`src/rtl/fir_pkg.sv`:
```
// fir_pkg
//   Shared definitions for the FIR feed path: default widths and tap count,
//   the feed-master state encoding and the length of the post-load gap.
package fir_pkg;

  localparam int TAP_SIZE_DEF    = 6;
  localparam int NBR_OF_TAPS_DEF = 3;
  localparam int X_N_SIZE_DEF    = 8;
  localparam int FIFO_DEPTH_DEF  = 4;

  // Idle beats after a coefficient load so the FIR can leave its CONFIG mode.
  localparam int GAP_CYCLES = 2;

  typedef enum logic [1:0] {
    IDLE   = 2'b00,
    STREAM = 2'b01,
    LOAD   = 2'b10,
    GAP    = 2'b11
  } feed_state_e;

  function automatic logic state_is_busy(feed_state_e s);
    return (s == LOAD) || (s == GAP);
  endfunction

endpackage

```
`src/rtl/fir_feed_master_if.sv`:
```
// fir_feed_master_if
//   Groups the upstream sample handshake and the FIR sample/config port.
//   master : the feed master (consumes in_*, drives in_ready and the FIR port)
//   slave  : the environment (drives in_valid/in_data, observes the rest)
//   Signals:
//     in_valid, in_data, in_ready  upstream valid/ready sample stream
//     x_n                          sample or sign-extended coefficient to FIR
//     s_set_coeffs                 high on coefficient load beats
//     s_axis_fir_tvalid            high on sample beats
interface fir_feed_master_if
  import fir_pkg::*;
#(
  parameter int X_N_SIZE = X_N_SIZE_DEF
) ();

  logic                       in_valid;
  logic                       in_ready;
  logic signed [X_N_SIZE-1:0] in_data;
  logic signed [X_N_SIZE-1:0] x_n;
  logic                       s_set_coeffs;
  logic                       s_axis_fir_tvalid;

  modport master (
    input  in_valid,
    input  in_data,
    output in_ready,
    output x_n,
    output s_set_coeffs,
    output s_axis_fir_tvalid
  );

  modport slave (
    output in_valid,
    output in_data,
    input  in_ready,
    input  x_n,
    input  s_set_coeffs,
    input  s_axis_fir_tvalid
  );

endinterface

```
`src/rtl/fir_feed_fifo.sv`:
```
// fir_feed_fifo
//   Synchronous sample FIFO with occupancy count. Read data is the head entry,
//   valid whenever empty is low, so a pop and its data share one cycle.
//   Ports:
//     clk, reset        clock, synchronous active-high reset (flushes FIFO)
//     push, wr_data     write request and data (ignored when full)
//     pop, rd_data      read request (ignored when empty) and head data
//     full, empty       status from the registered count
//     count             current occupancy, 0..DEPTH
module fir_feed_fifo
  import fir_pkg::*;
#(
  parameter int WIDTH = X_N_SIZE_DEF,
  parameter int DEPTH = FIFO_DEPTH_DEF
) (
  input  logic                   clk,
  input  logic                   reset,
  input  logic                   push,
  input  logic [WIDTH-1:0]       wr_data,
  input  logic                   pop,
  output logic [WIDTH-1:0]       rd_data,
  output logic                   full,
  output logic                   empty,
  output logic [$clog2(DEPTH):0] count
);

  localparam int PW = $clog2(DEPTH);

  logic [WIDTH-1:0] mem_q [DEPTH];
  logic [PW-1:0]    wr_ptr_q, wr_ptr_d;
  logic [PW-1:0]    rd_ptr_q, rd_ptr_d;
  logic [PW:0]      count_q, count_d;
  logic             do_push, do_pop;

  assign full    = (count_q == (PW+1)'(DEPTH));
  assign empty   = (count_q == '0);
  assign count   = count_q;
  assign rd_data = mem_q[rd_ptr_q];

  always_comb begin
    do_push  = push && !full;
    do_pop   = pop && !empty;
    wr_ptr_d = wr_ptr_q;
    rd_ptr_d = rd_ptr_q;
    count_d  = count_q;
    // Pointers wrap naturally because DEPTH is a power of two.
    if (do_push) wr_ptr_d = wr_ptr_q + PW'(1);
    if (do_pop)  rd_ptr_d = rd_ptr_q + PW'(1);
    unique case ({do_push, do_pop})
      2'b10:   count_d = count_q + (PW+1)'(1);
      2'b01:   count_d = count_q - (PW+1)'(1);
      default: count_d = count_q;
    endcase
  end

  always_ff @(posedge clk) begin
    if (reset) begin
      wr_ptr_q <= '0;
      rd_ptr_q <= '0;
      count_q  <= '0;
    end else begin
      wr_ptr_q <= wr_ptr_d;
      rd_ptr_q <= rd_ptr_d;
      count_q  <= count_d;
    end
  end

  // Storage carries no reset; only the pointers and count define contents.
  always_ff @(posedge clk) begin
    if (do_push) mem_q[wr_ptr_q] <= wr_data;
  end

endmodule

```
`src/rtl/fir_feed_master.sv`:
```
// fir_feed_master
//   Drives the FIR sample/config port. Keeps a host-written shadow bank of
//   NBR_OF_TAPS signed coefficients and, on request, replays it highest index
//   first so coef[i] lands in FIR tap i, followed by GAP_CYCLES idle beats.
//   Between loads, buffered samples are streamed as contiguous valid beats.
//   Ports:
//     clk, reset          clock, synchronous active-high reset
//     bus (master)        upstream sample handshake and FIR x_n/config/valid
//     coef_wr/addr/data   shadow coefficient write (only in IDLE or STREAM)
//     load_req            one-cycle request to replay the coefficient bank
//     busy                high on load and gap beats
//     fifo_count          sample FIFO occupancy
module fir_feed_master
  import fir_pkg::*;
#(
  parameter int TAP_SIZE    = TAP_SIZE_DEF,
  parameter int NBR_OF_TAPS = NBR_OF_TAPS_DEF,
  parameter int X_N_SIZE    = X_N_SIZE_DEF,
  parameter int FIFO_DEPTH  = FIFO_DEPTH_DEF
) (
  input  logic                             clk,
  input  logic                             reset,
  fir_feed_master_if.master                bus,
  input  logic                             coef_wr,
  input  logic [$clog2(NBR_OF_TAPS)-1:0]   coef_addr,
  input  logic signed [TAP_SIZE-1:0]       coef_data,
  input  logic                             load_req,
  output logic                             busy,
  output logic [$clog2(FIFO_DEPTH):0]      fifo_count
);

  localparam int AW    = $clog2(NBR_OF_TAPS);
  localparam int CNT_W = $clog2(NBR_OF_TAPS + GAP_CYCLES) + 1;

  feed_state_e                state_q, state_d;
  logic [CNT_W-1:0]           cnt_q, cnt_d;
  logic                       pending_q, pending_d;
  logic signed [TAP_SIZE-1:0] coef_q [NBR_OF_TAPS];
  logic signed [TAP_SIZE-1:0] coef_d [NBR_OF_TAPS];
  logic signed [X_N_SIZE-1:0] x_n_q, x_n_d;
  logic                       set_q, set_d;
  logic                       tvalid_q, tvalid_d;
  logic                       busy_q, busy_d;
  logic [AW-1:0]              tap_idx;
  logic                       coef_wr_ok;

  logic                       fifo_push, fifo_pop;
  logic                       fifo_full, fifo_empty;
  logic [X_N_SIZE-1:0]        fifo_rd;

  assign fifo_push    = bus.in_valid && !fifo_full;
  assign bus.in_ready = !fifo_full;

  fir_feed_fifo #(
    .WIDTH (X_N_SIZE),
    .DEPTH (FIFO_DEPTH)
  ) u_fifo (
    .clk     (clk),
    .reset   (reset),
    .push    (fifo_push),
    .wr_data (bus.in_data),
    .pop     (fifo_pop),
    .rd_data (fifo_rd),
    .full    (fifo_full),
    .empty   (fifo_empty),
    .count   (fifo_count)
  );

  // Shadow bank is frozen during LOAD and GAP so a replay never mixes old and
  // new coefficients.
  always_comb begin
    coef_wr_ok = coef_wr && ((state_q == IDLE) || (state_q == STREAM)) &&
                 (32'(coef_addr) < NBR_OF_TAPS);
    coef_d = coef_q;
    if (coef_wr_ok) coef_d[coef_addr] = coef_data;
  end

  // Next-state and output decode. Outputs are computed from the current state
  // and registered, so each beat appears on the port one edge after its state.
  always_comb begin
    state_d   = state_q;
    cnt_d     = cnt_q;
    pending_d = pending_q | (load_req && (state_q != IDLE));
    fifo_pop  = 1'b0;
    x_n_d     = '0;
    set_d     = 1'b0;
    tvalid_d  = 1'b0;
    busy_d    = state_is_busy(state_q);
    tap_idx   = cnt_q[AW-1:0];

    unique case (state_q)
      IDLE: begin
        if (load_req || pending_q) begin
          state_d = LOAD;
          cnt_d   = CNT_W'(NBR_OF_TAPS - 1);
        end else if (!fifo_empty) begin
          // First sample pops on the transition so it is not delayed a beat.
          fifo_pop = 1'b1;
          x_n_d    = $signed(fifo_rd);
          tvalid_d = 1'b1;
          state_d  = STREAM;
        end
      end
      STREAM: begin
        if (pending_q) begin
          // The beat emitted from this cycle is the single idle beat that
          // separates the stream from the load.
          state_d = LOAD;
          cnt_d   = CNT_W'(NBR_OF_TAPS - 1);
        end else if (!fifo_empty) begin
          fifo_pop = 1'b1;
          x_n_d    = $signed(fifo_rd);
          tvalid_d = 1'b1;
        end else begin
          state_d = IDLE;
        end
      end
      LOAD: begin
        set_d = 1'b1;
        x_n_d = X_N_SIZE'(coef_q[tap_idx]);
        if (cnt_q == '0) begin
          state_d = GAP;
          cnt_d   = CNT_W'(GAP_CYCLES - 1);
        end else begin
          cnt_d = cnt_q - CNT_W'(1);
        end
      end
      GAP: begin
        if (cnt_q == '0) state_d = IDLE;
        else             cnt_d   = cnt_q - CNT_W'(1);
      end
      default: state_d = IDLE;
    endcase

    // Any number of requests seen before a load starts collapse into it.
    if ((state_d == LOAD) && (state_q != LOAD)) pending_d = 1'b0;
  end

  always_ff @(posedge clk) begin
    if (reset) begin
      state_q   <= IDLE;
      cnt_q     <= '0;
      pending_q <= 1'b0;
      x_n_q     <= '0;
      set_q     <= 1'b0;
      tvalid_q  <= 1'b0;
      busy_q    <= 1'b0;
      for (int i = 0; i < NBR_OF_TAPS; i++) coef_q[i] <= '0;
    end else begin
      state_q   <= state_d;
      cnt_q     <= cnt_d;
      pending_q <= pending_d;
      x_n_q     <= x_n_d;
      set_q     <= set_d;
      tvalid_q  <= tvalid_d;
      busy_q    <= busy_d;
      coef_q    <= coef_d;
    end
  end

  assign bus.x_n               = x_n_q;
  assign bus.s_set_coeffs      = set_q;
  assign bus.s_axis_fir_tvalid = tvalid_q;
  assign busy                  = busy_q;

endmodule

```
`src/flat_wrapper.sv`:
```
// flat-port wrapper written by rule: the top's interface ports become plain ports
module fir_feed_master_flat import fir_pkg::*;
#(
  parameter int TAP_SIZE    = TAP_SIZE_DEF,
  parameter int NBR_OF_TAPS = NBR_OF_TAPS_DEF,
  parameter int X_N_SIZE    = X_N_SIZE_DEF,
  parameter int FIFO_DEPTH  = FIFO_DEPTH_DEF
)
  (clk, reset, coef_wr, coef_addr, coef_data, load_req, busy, fifo_count, bus_in_valid, bus_in_data, bus_in_ready, bus_x_n, bus_s_set_coeffs, bus_s_axis_fir_tvalid);
  fir_feed_master_if #(.X_N_SIZE(X_N_SIZE)) bus_i ();
  input  logic clk;
  input  logic reset;
  input  logic coef_wr;
  input  logic [$clog2(NBR_OF_TAPS)-1:0] coef_addr;
  input  logic signed [TAP_SIZE-1:0] coef_data;
  input  logic load_req;
  output logic busy;
  output logic [$clog2(FIFO_DEPTH):0] fifo_count;
  input wire logic [$bits(bus_i.in_valid)-1:0] bus_in_valid;
  input wire logic [$bits(bus_i.in_data)-1:0] bus_in_data;
  output wire logic [$bits(bus_i.in_ready)-1:0] bus_in_ready;
  output wire logic [$bits(bus_i.x_n)-1:0] bus_x_n;
  output wire logic [$bits(bus_i.s_set_coeffs)-1:0] bus_s_set_coeffs;
  output wire logic [$bits(bus_i.s_axis_fir_tvalid)-1:0] bus_s_axis_fir_tvalid;
  assign bus_i.in_valid = bus_in_valid;
  assign bus_i.in_data = bus_in_data;
  assign bus_in_ready = bus_i.in_ready;
  assign bus_x_n = bus_i.x_n;
  assign bus_s_set_coeffs = bus_i.s_set_coeffs;
  assign bus_s_axis_fir_tvalid = bus_i.s_axis_fir_tvalid;
  fir_feed_master #(.TAP_SIZE(TAP_SIZE), .NBR_OF_TAPS(NBR_OF_TAPS), .X_N_SIZE(X_N_SIZE), .FIFO_DEPTH(FIFO_DEPTH)) u_core (.clk(clk), .reset(reset), .bus(bus_i), .coef_wr(coef_wr), .coef_addr(coef_addr), .coef_data(coef_data), .load_req(load_req), .busy(busy), .fifo_count(fifo_count));
endmodule
```
`config.mk`:
```
export PLATFORM = sky130hd
export DESIGN_NAME = fir_feed_master_flat
export DESIGN_NICKNAME = d
export VERILOG_FILES = /design/src/rtl/fir_pkg.sv /design/src/rtl/fir_feed_master_if.sv /design/src/rtl/fir_feed_fifo.sv /design/src/rtl/fir_feed_master.sv /design/src/flat_wrapper.sv
export SDC_FILE = /design/constraint.sdc
export NUM_CORES = 1
export LEC_CHECK = 0
export ABC_AREA = 1
export BUFFER_PORTS_ARGS = -buffer_cell sky130_fd_sc_hd__buf_2
export CAP_MARGIN = 20
export CELL_PAD_IN_SITES_DETAIL_PLACEMENT = 1
export CELL_PAD_IN_SITES_GLOBAL_PLACEMENT = 2
export CORE_MARGIN = 4
export CORE_UTILIZATION = 30
export DETAILED_ROUTE_END_ITERATION = 10
export GPL_TIMING_DRIVEN = 0
export PLACE_DENSITY_LB_ADDON = 0.25
export SLEW_MARGIN = 10
export SYNTH_ARGS = -nofsm -noshare
export SYNTH_HDL_FRONTEND = slang
export SYNTH_SLANG_ARGS = --single-unit
```
`constraint.sdc`:
```
create_clock -name clk -period 5 [get_ports clk]
set_input_delay 0.5 -clock clk [delete_from_list [all_inputs] [get_ports clk]]
set_output_delay 0.5 -clock clk [all_outputs]
set_load 0.01 [all_outputs]
```
==> impl_metrics.xml, run 1 <==
<?xml version="1.0" encoding="UTF-8"?>
<metrics>
  <group name="power">
    <metric name="power.share.switching" unit="%">34.98</metric>
    <metric name="power.internal" unit="mW">1.362</metric>
    <metric name="combPwrFrac" unit="%">29.6</metric>
    <metric name="leakage" unit="nW">1.832</metric>
    <metric name="p_sw" unit="uW">732.9</metric>
    <metric name="vdd_ir_drop_max" unit="uV">178.8</metric>
    <metric name="p_total" unit="mW">2.095</metric>
    <metric name="pwr-share-seq" unit="%">38.3</metric>
    <metric name="cellPowerDensity" unit="nW/um^2">517.1</metric>
    <metric name="clockPowerShare" unit="%">32.1</metric>
  </group>
  <group name="setup_path">
    <metric name="element_type_at_the_critical_path_end" unit="">register</metric>
    <metric name="ff2ff_setup_slack" unit="ns">2.82</metric>
    <metric name="critical_path_end" unit="">u_core.u_fifo.count[2]$_SDFFE_PP0P_</metric>
    <metric name="crit_required" unit="ns">5.23</metric>
    <metric name="startpoint" unit="">u_core.u_fifo.count[0]$_SDFFE_PP0P_</metric>
    <metric name="critPathLaunchType" unit="">register</metric>
    <metric name="reg2reg_depth" unit="">12</metric>
    <metric name="worstReg2RegEnd" unit="">u_core.u_fifo.count[2]$_SDFFE_PP0P_</metric>
    <metric name="regToRegStartpoint" unit="">u_core.u_fifo.count[0]$_SDFFE_PP0P_</metric>
    <metric name="worst-setup-path-type" unit="">register to register</metric>
    <metric name="crit_path_max_fanout" unit="">10</metric>
    <metric name="cp.arrival" unit="ns">2.41</metric>
  </group>
  <group name="die">
    <metric name="die_w" unit="microns">114.4</metric>
    <metric name="design.die.area" unit="sq um">13090</metric>
    <metric name="dieHeight" unit="microns">114.4</metric>
    <metric name="start_util" unit="%">31.05</metric>
    <metric name="placementRows" unit="">38</metric>
    <metric name="core_area" unit="sq um">10940</metric>
    <metric name="pin_count" unit="">36</metric>
  </group>
  <group name="finish">
    <metric name="fin_nets" unit="">481</metric>
    <metric name="post_route_cells_drive_above_1_share" unit="%">19.26</metric>
    <metric name="synthToLayoutAreaGrowth" unit="%">19.31</metric>
    <metric name="final_area" unit="sq um">4051</metric>
    <metric name="layout.core_utilization" unit="%">37.05</metric>
    <metric name="final_cells" unit="">597</metric>
    <metric name="n_antenna_cell" unit="">0</metric>
    <metric name="num-fill-cells" unit="">1314</metric>
  </group>
  <group name="global_route">
    <metric name="groute.usage.overall" unit="%">13.81</metric>
    <metric name="number_of_antenna_violations_at_the_first_check_in_global_routing" unit="">0</metric>
    <metric name="grt_pass1_vias" unit="">2792</metric>
    <metric name="grt_max_degree" unit="">15</metric>
    <metric name="wire_length_of_the_first_global_routing_pass" unit="microns">13810</metric>
    <metric name="overflow" unit="">0</metric>
  </group>
  <group name="logic_synthesis">
    <metric name="mappedNetlistArea" unit="sq um">3396</metric>
    <metric name="mean_instance_size_in_the_synthesized_netlist" unit="sq um">8.343</metric>
    <metric name="synth_cell_type_count" unit="">30</metric>
    <metric name="synthesis.yosys.warnings" unit="">0</metric>
    <metric name="synth.top_cell.area_share" unit="%">28.30</metric>
    <metric name="instance_count_of_the_mapped_netlist" unit="">407</metric>
    <metric name="postSynthRegisterBits" unit="">77</metric>
    <metric name="post_synth_main_area_contributors" unit="">sky130_fd_sc_hd__edfxtp_1, sky130_fd_sc_hd__dfxtp_1, sky130_fd_sc_hd__nand2_1</metric>
    <metric name="postSynthNetCount" unit="">436</metric>
    <metric name="synth.yosys.seq_area_share" unit="%">54.83</metric>
    <metric name="synth_top_area_cell" unit="">sky130_fd_sc_hd__edfxtp_1</metric>
  </group>
  <group name="clock_tree">
    <metric name="clock-sinks" unit="">77</metric>
    <metric name="cts.repair_timing.setup_buffer_count" unit="">0</metric>
    <metric name="ctsResizeCount" unit="">0</metric>
    <metric name="post_cts_hold_buffer_count" unit="">0</metric>
    <metric name="clkTransAtPathRegs" unit="ns">0.06</metric>
    <metric name="tritoncts" unit="">built</metric>
    <metric name="insertion_delay" unit="ns">0.34</metric>
    <metric name="root_buffer" unit="">sky130_fd_sc_hd__clkbuf_16</metric>
    <metric name="cts_buffers" unit="">9</metric>
    <metric name="number_of_buffers_between_clock_root_and_the_deepest_sink" unit="">2</metric>
    <metric name="cts.htree.levels" unit="">3</metric>
  </group>
  <group name="place">
    <metric name="gp_congestion" unit="">0.7245</metric>
    <metric name="post-dp-hpwl" unit="microns">6148</metric>
    <metric name="dpl_cell_area" unit="sq um">3741</metric>
    <metric name="dp_slack" unit="ns">2.826</metric>
    <metric name="numPortBuffers" unit="">34</metric>
    <metric name="dp_cells" unit="">581</metric>
  </group>
  <group name="timing">
    <metric name="worst_pin_slew" unit="ns">0.8597</metric>
    <metric name="rsz_0062_raised_after_global_routing" unit="">no</metric>
    <metric name="max_fclk" unit="GHz">0.4588</metric>
    <metric name="final_max_slew_viol_count" unit="">0</metric>
    <metric name="period_share" unit="%">43.59</metric>
    <metric name="slew_headroom" unit="%">42.48</metric>
    <metric name="period_needed" unit="ns">2.179</metric>
    <metric name="finalHoldWorstSlack" unit="ns">0.3736</metric>
    <metric name="setup_violations" unit="">0</metric>
    <metric name="setup_total_negative_slack" unit="ns">0</metric>
    <metric name="finClkSkew" unit="ns">0.006366</metric>
    <metric name="hold_viol" unit="">0</metric>
    <metric name="layout_setup_ws" unit="ns">2.821</metric>
  </group>
  <group name="detailed_routing">
    <metric name="wl_met2" unit="microns">3806</metric>
    <metric name="highest_layer" unit="">met4</metric>
    <metric name="drt_first_pass_iters" unit="">4</metric>
    <metric name="routed_wire_per_std_cell" unit="microns">13.87</metric>
    <metric name="wl_met1" unit="microns">4101</metric>
    <metric name="postRouteAntennaNets" unit="">0</metric>
    <metric name="vias" unit="">2656</metric>
    <metric name="route.detailed.vias_per_inst" unit="">4.449</metric>
    <metric name="drc" unit="">0</metric>
    <metric name="detailedRoute.firstIterationViolations" unit="">61</metric>
    <metric name="met3_wirelength" unit="microns">226</metric>
    <metric name="final_wirelength" unit="microns">8283</metric>
  </group>
  <group name="flow_run">
    <metric name="max-cap-violations" unit="">0</metric>
  </group>
  <group name="min_path">
    <metric name="worstHoldPathType" unit="">input port to register</metric>
  </group>
  <group name="run_status">
    <metric name="run_status" unit="">finished clean</metric>
  </group>
</metrics>
placed cells by master (no fill, tap or decap), drive strengths merged:
cell	count
a21oi	17
a31oi	1
buf	42
bufinv	1
clkbuf	13
clkinv	5
clkinvlp	1
dfxtp	45
edfxtp	32
fa	1
ha	7
inv	62
nand2	101
nand3	37
nand3b	1
nand4	2
nor2	61
nor3	2
o21ai	25
xor2	1
synthesized netlist by cell type:
master                     count
sky130_fd_sc_hd__a21oi_1      16
sky130_fd_sc_hd__a21oi_2       1
sky130_fd_sc_hd__a31oi_1       1
sky130_fd_sc_hd__buf_2         6
sky130_fd_sc_hd__buf_4         1
sky130_fd_sc_hd__buf_8         1
sky130_fd_sc_hd__clkbuf_1      3
sky130_fd_sc_hd__clkinv_1      1
sky130_fd_sc_hd__clkinv_2      1
sky130_fd_sc_hd__dfxtp_1      45
sky130_fd_sc_hd__edfxtp_1     32
sky130_fd_sc_hd__fa_1          1
sky130_fd_sc_hd__ha_1          7
sky130_fd_sc_hd__inv_1        50
sky130_fd_sc_hd__inv_2        11
sky130_fd_sc_hd__nand2_1      90
sky130_fd_sc_hd__nand2_2      10
sky130_fd_sc_hd__nand2_4       1
sky130_fd_sc_hd__nand3_1      34
sky130_fd_sc_hd__nand3_2       2
sky130_fd_sc_hd__nand3_4       1
sky130_fd_sc_hd__nand3b_1      1
sky130_fd_sc_hd__nand4_1       2
sky130_fd_sc_hd__nor2_1       58
sky130_fd_sc_hd__nor2_2        1
sky130_fd_sc_hd__nor2_4        2
sky130_fd_sc_hd__nor3_1        2
sky130_fd_sc_hd__o21ai_0      24
sky130_fd_sc_hd__o21ai_1       1
sky130_fd_sc_hd__xor2_1        1
worst max-delay path, stage by stage (launching register included):
cell	delay (ns)
sky130_fd_sc_hd__dfxtp_1	0.39
sky130_fd_sc_hd__nor2_1	0.08
sky130_fd_sc_hd__nand2_1	0.19
sky130_fd_sc_hd__nand3_4	0.13
sky130_fd_sc_hd__clkinv_2	0.09
sky130_fd_sc_hd__buf_8	0.15
sky130_fd_sc_hd__ha_1	0.18
sky130_fd_sc_hd__inv_1	0.07
sky130_fd_sc_hd__fa_1	0.39
sky130_fd_sc_hd__nand2_1	0.09
sky130_fd_sc_hd__nand3_1	0.08
sky130_fd_sc_hd__o21ai_0	0.16
sky130_fd_sc_hd__a21oi_1	0.06
how the worst min path moves through the flow:
stage / start / endpoint / slack [ns] / cells after the start
2_1_floorplan: u_core.coef_q[17]$_SDFFE_PP0P_ / u_core.coef_q[17]$_SDFFE_PP0P_ / 0.45 / 2
4_1_cts: bus_in_data[6] / u_core.u_fifo.mem_q[1][6]$_DFFE_PP_ / 0.37 / 1
3_3_place_gp: u_core.coef_q[17]$_SDFFE_PP0P_ / u_core.coef_q[17]$_SDFFE_PP0P_ / 0.46 / 2
5_1_grt: bus_in_data[2] / u_core.u_fifo.mem_q[1][2]$_DFFE_PP_ / 0.36 / 1
3_5_place_dp: u_core.coef_q[17]$_SDFFE_PP0P_ / u_core.coef_q[17]$_SDFFE_PP0P_ / 0.47 / 2
6_report: bus_in_data[2] / u_core.u_fifo.mem_q[1][2]$_DFFE_PP_ / 0.37 / 1
cell families (layout without fill, tap and decap cells):
| logic type | count (synthesis) | in the layout | share of synthesized area, % |
|---|---|---|---|
| AND/OR/NAND/NOR | 204 | 204 | 26.38 |
| flip-flops | 77 | 77 | 54.83 |
| buffers and inverters | 74 | 124 | 8.880 |
| AO/OA/AOI/OAI | 43 | 43 | 6.485 |
| adder cells (fa/ha/maj) | 8 | 8 | 3.169 |
| XOR/XNOR | 1 | 1 | 0.2580 |
power groups by stage:
| stage | clock network, mW | logic [mW] | registers [mW] |
|---|---|---|---|
| 2_1_floorplan | 0 | 0.431 | 0.819 |
| 3_3_place_gp | 0 | 0.619 | 0.812 |
| 3_5_place_dp | 0 | 0.631 | 0.816 |
| 4_1_cts | 0.688 | 0.633 | 0.803 |
| 5_1_grt | 0.719 | 0.717 | 0.814 |
| 6_report | 0.672 | 0.620 | 0.802 |
state kept, by name, summed over array words and instances (netlist names), named ones only:
register,flops
u_core.state_q,2
u_core.busy,1
u_core.bus.x_n,8
u_core.bus.s_set_coeffs,1
u_core.bus.s_axis_fir_tvalid,1
u_core.u_fifo.mem_q,32
u_core.coef_q,18
u_core.u_fifo.wr_ptr_q,2
u_core.cnt_q,4
u_core.u_fifo.count,3
u_core.u_fifo.rd_ptr_q,2
u_core.pending_q,1
layer usage:
metal / track usage [%] / up-vias
met1: 18.77 / 1235
met2: 20.99 / 33
li1: - / 1378
met5: 0 / -
met3: 3.277 / 10
met4: 5.859 / 0
cell type report:
type                            count  area (sq um)  share of cell area, %
Tap cell                          140         175.2                  4.324
Clock inverter                      6         71.32                  1.760
Multi-Input combinational cell    256          1232                  30.42
Inverter                           63         237.7                  5.868
Timing Repair Buffer               34         170.2                  4.200
Sequential cell                    77          1862                  45.95
Buffer                             11         63.81                  1.575
Clock buffer                       10         239.0                  5.899
(Power assumes the default switching activity.)
==> run 2: changes to the inputs <==
--- a/config.mk
+++ b/config.mk
@@ -5,7 +5,7 @@
 export SDC_FILE = /design/constraint.sdc
 export NUM_CORES = 1
 export LEC_CHECK = 0
-export ABC_AREA = 1
+export ABC_AREA = 0
 export BUFFER_PORTS_ARGS = -buffer_cell sky130_fd_sc_hd__buf_2
 export CAP_MARGIN = 20
 export CELL_PAD_IN_SITES_DETAIL_PLACEMENT = 1
==> constraint.sdc (replaced) <==
create_clock -name clk -period 1.9 [get_ports clk]
set_input_delay 0.19 -clock clk [delete_from_list [all_inputs] [get_ports clk]]
set_output_delay 0.19 -clock clk [all_outputs]
set_load 0.01 [all_outputs]
==> impl_metrics.xml, run 2 <==
<?xml version="1.0" encoding="UTF-8"?>
<metrics>
  <group name="setup_path">
    <metric name="worstPathCellList" unit="">or3b_4 -&gt; and2_4 -&gt; inv_4 -&gt; ha_4 -&gt; inv_2 -&gt; fa_2 -&gt; xor2_1 -&gt; or3_1 -&gt; a21oi_2</metric>
    <metric name="critPathLaunchType" unit="">register</metric>
    <metric name="worst-setup-path-type" unit="">register to register</metric>
    <metric name="largest_delay_share_family_worst_path" unit="">simple AND/OR/NAND/NOR gates</metric>
    <metric name="cp.arrival" unit="ns">2.43</metric>
    <metric name="critical_path_buffers_and_inverters" unit="">2</metric>
    <metric name="crit_path_max_incr_delay" unit="ns">0.40</metric>
    <metric name="critical-path-slowest-cell" unit="">sky130_fd_sc_hd__or3b_4</metric>
    <metric name="crit_required" unit="ns">2.19</metric>
    <metric name="crit_path_max_fanout" unit="">2</metric>
    <metric name="element_type_at_the_critical_path_end" unit="">register</metric>
  </group>
  <group name="timing">
    <metric name="max_fclk" unit="GHz">0.4662</metric>
    <metric name="finalHoldWorstSlack" unit="ns">0.04145</metric>
    <metric name="setup_violations" unit="">2</metric>
    <metric name="finClkSkew" unit="ns">0.008769</metric>
    <metric name="period_needed" unit="ns">2.145</metric>
    <metric name="final_max_slew_viol_count" unit="">0</metric>
    <metric name="worst_pin_slew" unit="ns">0.6336</metric>
    <metric name="layout_setup_ws" unit="ns">-0.2450</metric>
    <metric name="setup_total_negative_slack" unit="ns">-0.3085</metric>
    <metric name="slew_headroom" unit="%">57.58</metric>
    <metric name="hold_viol" unit="">0</metric>
    <metric name="rsz_0062_raised_after_global_routing" unit="">yes</metric>
    <metric name="period_share" unit="%">112.9</metric>
  </group>
  <group name="power">
    <metric name="leakage" unit="nW">1.460</metric>
    <metric name="clockPowerShare" unit="%">26.1</metric>
    <metric name="p_sw" unit="mW">1.443</metric>
    <metric name="power.share.switching" unit="%">32.10</metric>
    <metric name="power.internal" unit="mW">3.053</metric>
    <metric name="combPwrFrac" unit="%">28.0</metric>
    <metric name="vdd_ir_drop_max" unit="uV">400.0</metric>
    <metric name="p_total" unit="mW">4.497</metric>
    <metric name="pwr-share-seq" unit="%">45.8</metric>
    <metric name="cellPowerDensity" unit="nW/um^2">1199</metric>
  </group>
  <group name="clock_tree">
    <metric name="insertion_delay" unit="ns">0.36</metric>
    <metric name="clkTransAtPathRegs" unit="ns">0.09</metric>
    <metric name="post_cts_hold_buffer_count" unit="">0</metric>
    <metric name="root_buffer" unit="">sky130_fd_sc_hd__clkbuf_8</metric>
    <metric name="number_of_buffers_between_clock_root_and_the_deepest_sink" unit="">2</metric>
    <metric name="cts_buffers" unit="">9</metric>
    <metric name="tritoncts" unit="">built</metric>
    <metric name="cts.htree.levels" unit="">3</metric>
    <metric name="clock-sinks" unit="">77</metric>
  </group>
  <group name="finish">
    <metric name="flip_flop_count_of_the_largest_register_all_copies_and_words_added" unit="">32</metric>
    <metric name="fin_nets" unit="">333</metric>
    <metric name="synthToLayoutAreaGrowth" unit="%">20.89</metric>
    <metric name="post_route_cells_drive_above_1_share" unit="%">29.77</metric>
    <metric name="mostFrequentLayoutCells" unit="">sky130_fd_sc_hd__dfxtp_1, sky130_fd_sc_hd__buf_2, sky130_fd_sc_hd__nor2_1, sky130_fd_sc_hd__edfxtp_1, sky130_fd_sc_hd__mux2i_1</metric>
    <metric name="mostFrequentLayoutCell" unit="">sky130_fd_sc_hd__dfxtp_1</metric>
    <metric name="multi_input_comb_area" unit="sq um">1156</metric>
    <metric name="ff_latch_area" unit="sq um">1871</metric>
    <metric name="register_with_the_highest_flop_count" unit="">u_core.u_fifo.mem_q</metric>
    <metric name="n_antenna_cell" unit="">0</metric>
    <metric name="num-fill-cells" unit="">1095</metric>
  </group>
  <group name="logic_synthesis">
    <metric name="synthesis.yosys.warnings" unit="">0</metric>
    <metric name="mappedNetlistArea" unit="sq um">3103</metric>
    <metric name="synthMostInstantiatedCell" unit="">sky130_fd_sc_hd__dfxtp_1</metric>
    <metric name="postSynth.topFlopCell" unit="">sky130_fd_sc_hd__dfxtp_1</metric>
    <metric name="synth.yosys.seq_area_share" unit="%">60.00</metric>
    <metric name="instance_count_of_the_mapped_netlist" unit="">251</metric>
    <metric name="yosys-top-cells-count" unit="">sky130_fd_sc_hd__dfxtp_1, sky130_fd_sc_hd__nor2_1, sky130_fd_sc_hd__edfxtp_1</metric>
    <metric name="mean_instance_size_in_the_synthesized_netlist" unit="sq um">12.36</metric>
    <metric name="postSynthRegisterBits" unit="">77</metric>
    <metric name="synth.top_cell.area_share" unit="%">30.97</metric>
    <metric name="synth_top_area_cell" unit="">sky130_fd_sc_hd__edfxtp_1</metric>
    <metric name="synth_edf_count" unit="">32</metric>
    <metric name="synth_cell_type_count" unit="">41</metric>
    <metric name="postSynthNetCount" unit="">280</metric>
    <metric name="proportion_of_register_bits_with_asynchronous_set_or_reset_after_synthesis" unit="%">0</metric>
    <metric name="post_synth_main_area_contributors" unit="">sky130_fd_sc_hd__edfxtp_1, sky130_fd_sc_hd__dfxtp_1, sky130_fd_sc_hd__mux2i_1</metric>
  </group>
  <group name="place">
    <metric name="dp_slack" unit="ns">-0.2771</metric>
    <metric name="numPortBuffers" unit="">34</metric>
    <metric name="post-dp-hpwl" unit="microns">4650</metric>
    <metric name="gp_congestion" unit="">0.7155</metric>
  </group>
  <group name="run_status">
    <metric name="run_status" unit="">complete, but fails checks</metric>
    <metric name="failed_checks" unit="">negative setup slack</metric>
  </group>
  <group name="detailed_routing">
    <metric name="drc" unit="">0</metric>
    <metric name="routed_wire_per_std_cell" unit="microns">14.65</metric>
    <metric name="final_wirelength" unit="microns">6477</metric>
    <metric name="vias" unit="">1993</metric>
    <metric name="postRouteAntennaNets" unit="">0</metric>
    <metric name="drt_first_pass_iters" unit="">4</metric>
    <metric name="detailedRoute.firstIterationViolations" unit="">61</metric>
    <metric name="route.detailed.vias_per_inst" unit="">4.509</metric>
  </group>
  <group name="die">
    <metric name="pin_count" unit="">36</metric>
    <metric name="core_area" unit="sq um">9910</metric>
    <metric name="dieHeight" unit="microns">109.7</metric>
    <metric name="start_util" unit="%">31.31</metric>
    <metric name="design.die.area" unit="sq um">12030</metric>
    <metric name="die_w" unit="microns">109.7</metric>
    <metric name="placementRows" unit="">36</metric>
  </group>
  <group name="global_route">
    <metric name="overflow" unit="">0</metric>
    <metric name="number_of_antenna_violations_at_the_first_check_in_global_routing" unit="">0</metric>
    <metric name="grt_max_degree" unit="">17</metric>
    <metric name="groute.usage.overall" unit="%">12.17</metric>
    <metric name="wire_length_of_the_first_global_routing_pass" unit="microns">10920</metric>
    <metric name="grt_pass1_vias" unit="">2106</metric>
  </group>
  <group name="min_path">
    <metric name="worstHoldPathType" unit="">input port to register</metric>
  </group>
  <group name="flow_run">
    <metric name="max-cap-violations" unit="">0</metric>
  </group>
</metrics>
-- run 2: cell count changes after synthesis, moves of 3 or more --
cell	previous run	this run
sky130_fd_sc_hd__xor2_1	1	4
sky130_fd_sc_hd__and3_1	0	4
sky130_fd_sc_hd__o21ai_0	24	8
sky130_fd_sc_hd__nand2_1	90	3
sky130_fd_sc_hd__mux2i_1	0	24
sky130_fd_sc_hd__nand3_1	34	2
sky130_fd_sc_hd__inv_2	11	0
sky130_fd_sc_hd__nand2_2	10	0
sky130_fd_sc_hd__nor2_1	58	34
sky130_fd_sc_hd__mux4_2	0	8
sky130_fd_sc_hd__o22ai_1	0	5
sky130_fd_sc_hd__inv_1	50	21
sky130_fd_sc_hd__a21oi_1	16	12
sky130_fd_sc_hd__clkbuf_1	3	6
-- run 2: cell families (layout without fill, tap and decap cells) --
group	count (synthesis)	in the layout	synth area share (%)
buf+inv	33	91	4.435
compound gates	31	31	5.767
fa+ha+maj	8	8	3.468
simple gates	64	64	11.09
flops	77	77	60.00
mux	32	32	13.55
xor+xnor	6	6	1.694
-- run 2: layout make-up --
class | count | area share, %
clock inverter | 7 | 1.668
buffer | 12 | 1.601
tap | 133 | 4.436
clock buffer | 9 | 3.302
multi-input combinational | 141 | 30.82
timing repair buffer | 42 | 6.137
inverter | 21 | 2.168
sequential | 77 | 49.87
-- run 2: power groups by stage --
stage / sequential (mW) / clock (mW) / combinational (mW)
6_report: 2.06 / 1.17 / 1.26
2_1_floorplan: 2.10 / 0 / 0.804
3_5_place_dp: 2.10 / 0 / 1.14
3_3_place_gp: 2.10 / 0 / 1.12
4_1_cts: 2.06 / 1.22 / 1.27
5_1_grt: 2.09 / 1.30 / 1.43
-- run 2: path summary, 6_finish.rpt --
path | start | slack [ns] | to | cells after the start
hold reg to reg | u_core.coef_q[16]$_SDFFE_PP0P_ | 0.50 | u_core.coef_q[16]$_SDFFE_PP0P_ | 2
setup / recovery | u_core.u_fifo.count[0]$_SDFFE_PP0P_ | -0.25 | u_core.u_fifo.count[2]$_SDFFE_PP0P_ | 9
setup reg to reg | u_core.u_fifo.count[0]$_SDFFE_PP0P_ | -0.25 | u_core.u_fifo.count[2]$_SDFFE_PP0P_ | 9
hold / removal | bus_in_data[7] | 0.04 | u_core.u_fifo.mem_q[0][7]$_DFFE_PP_ | 1
-- run 2: routing by layer --
metal	GRT usage (%)	wire [microns]	up-vias
met4	4.274	97	0
li1	-	-	988
met5	0	0	-
met1	14.49	2918	966
met3	3.993	247	10
met2	20.58	3214	29
-- run 2: through the flow --
step	util, %	instances	instance area (sq um)
6_report	37.85	442	3751
5_1_grt	37.85	442	3751
4_1_cts	37.68	441	3734
3_5_place_dp	34.95	418	3463
3_3_place_gp	34.95	418	3463
2_1_floorplan	-	251	3127
-- run 2: what timing repair did --
| action | 4_1_cts | 5_1_grt |
|---|---|---|
| pin swaps | 4 | 2 |
| setup buffers | 7 | 1 |
| setup endpoints to repair | 4 | 4 |
| gates resized for setup | 9 | 3 |
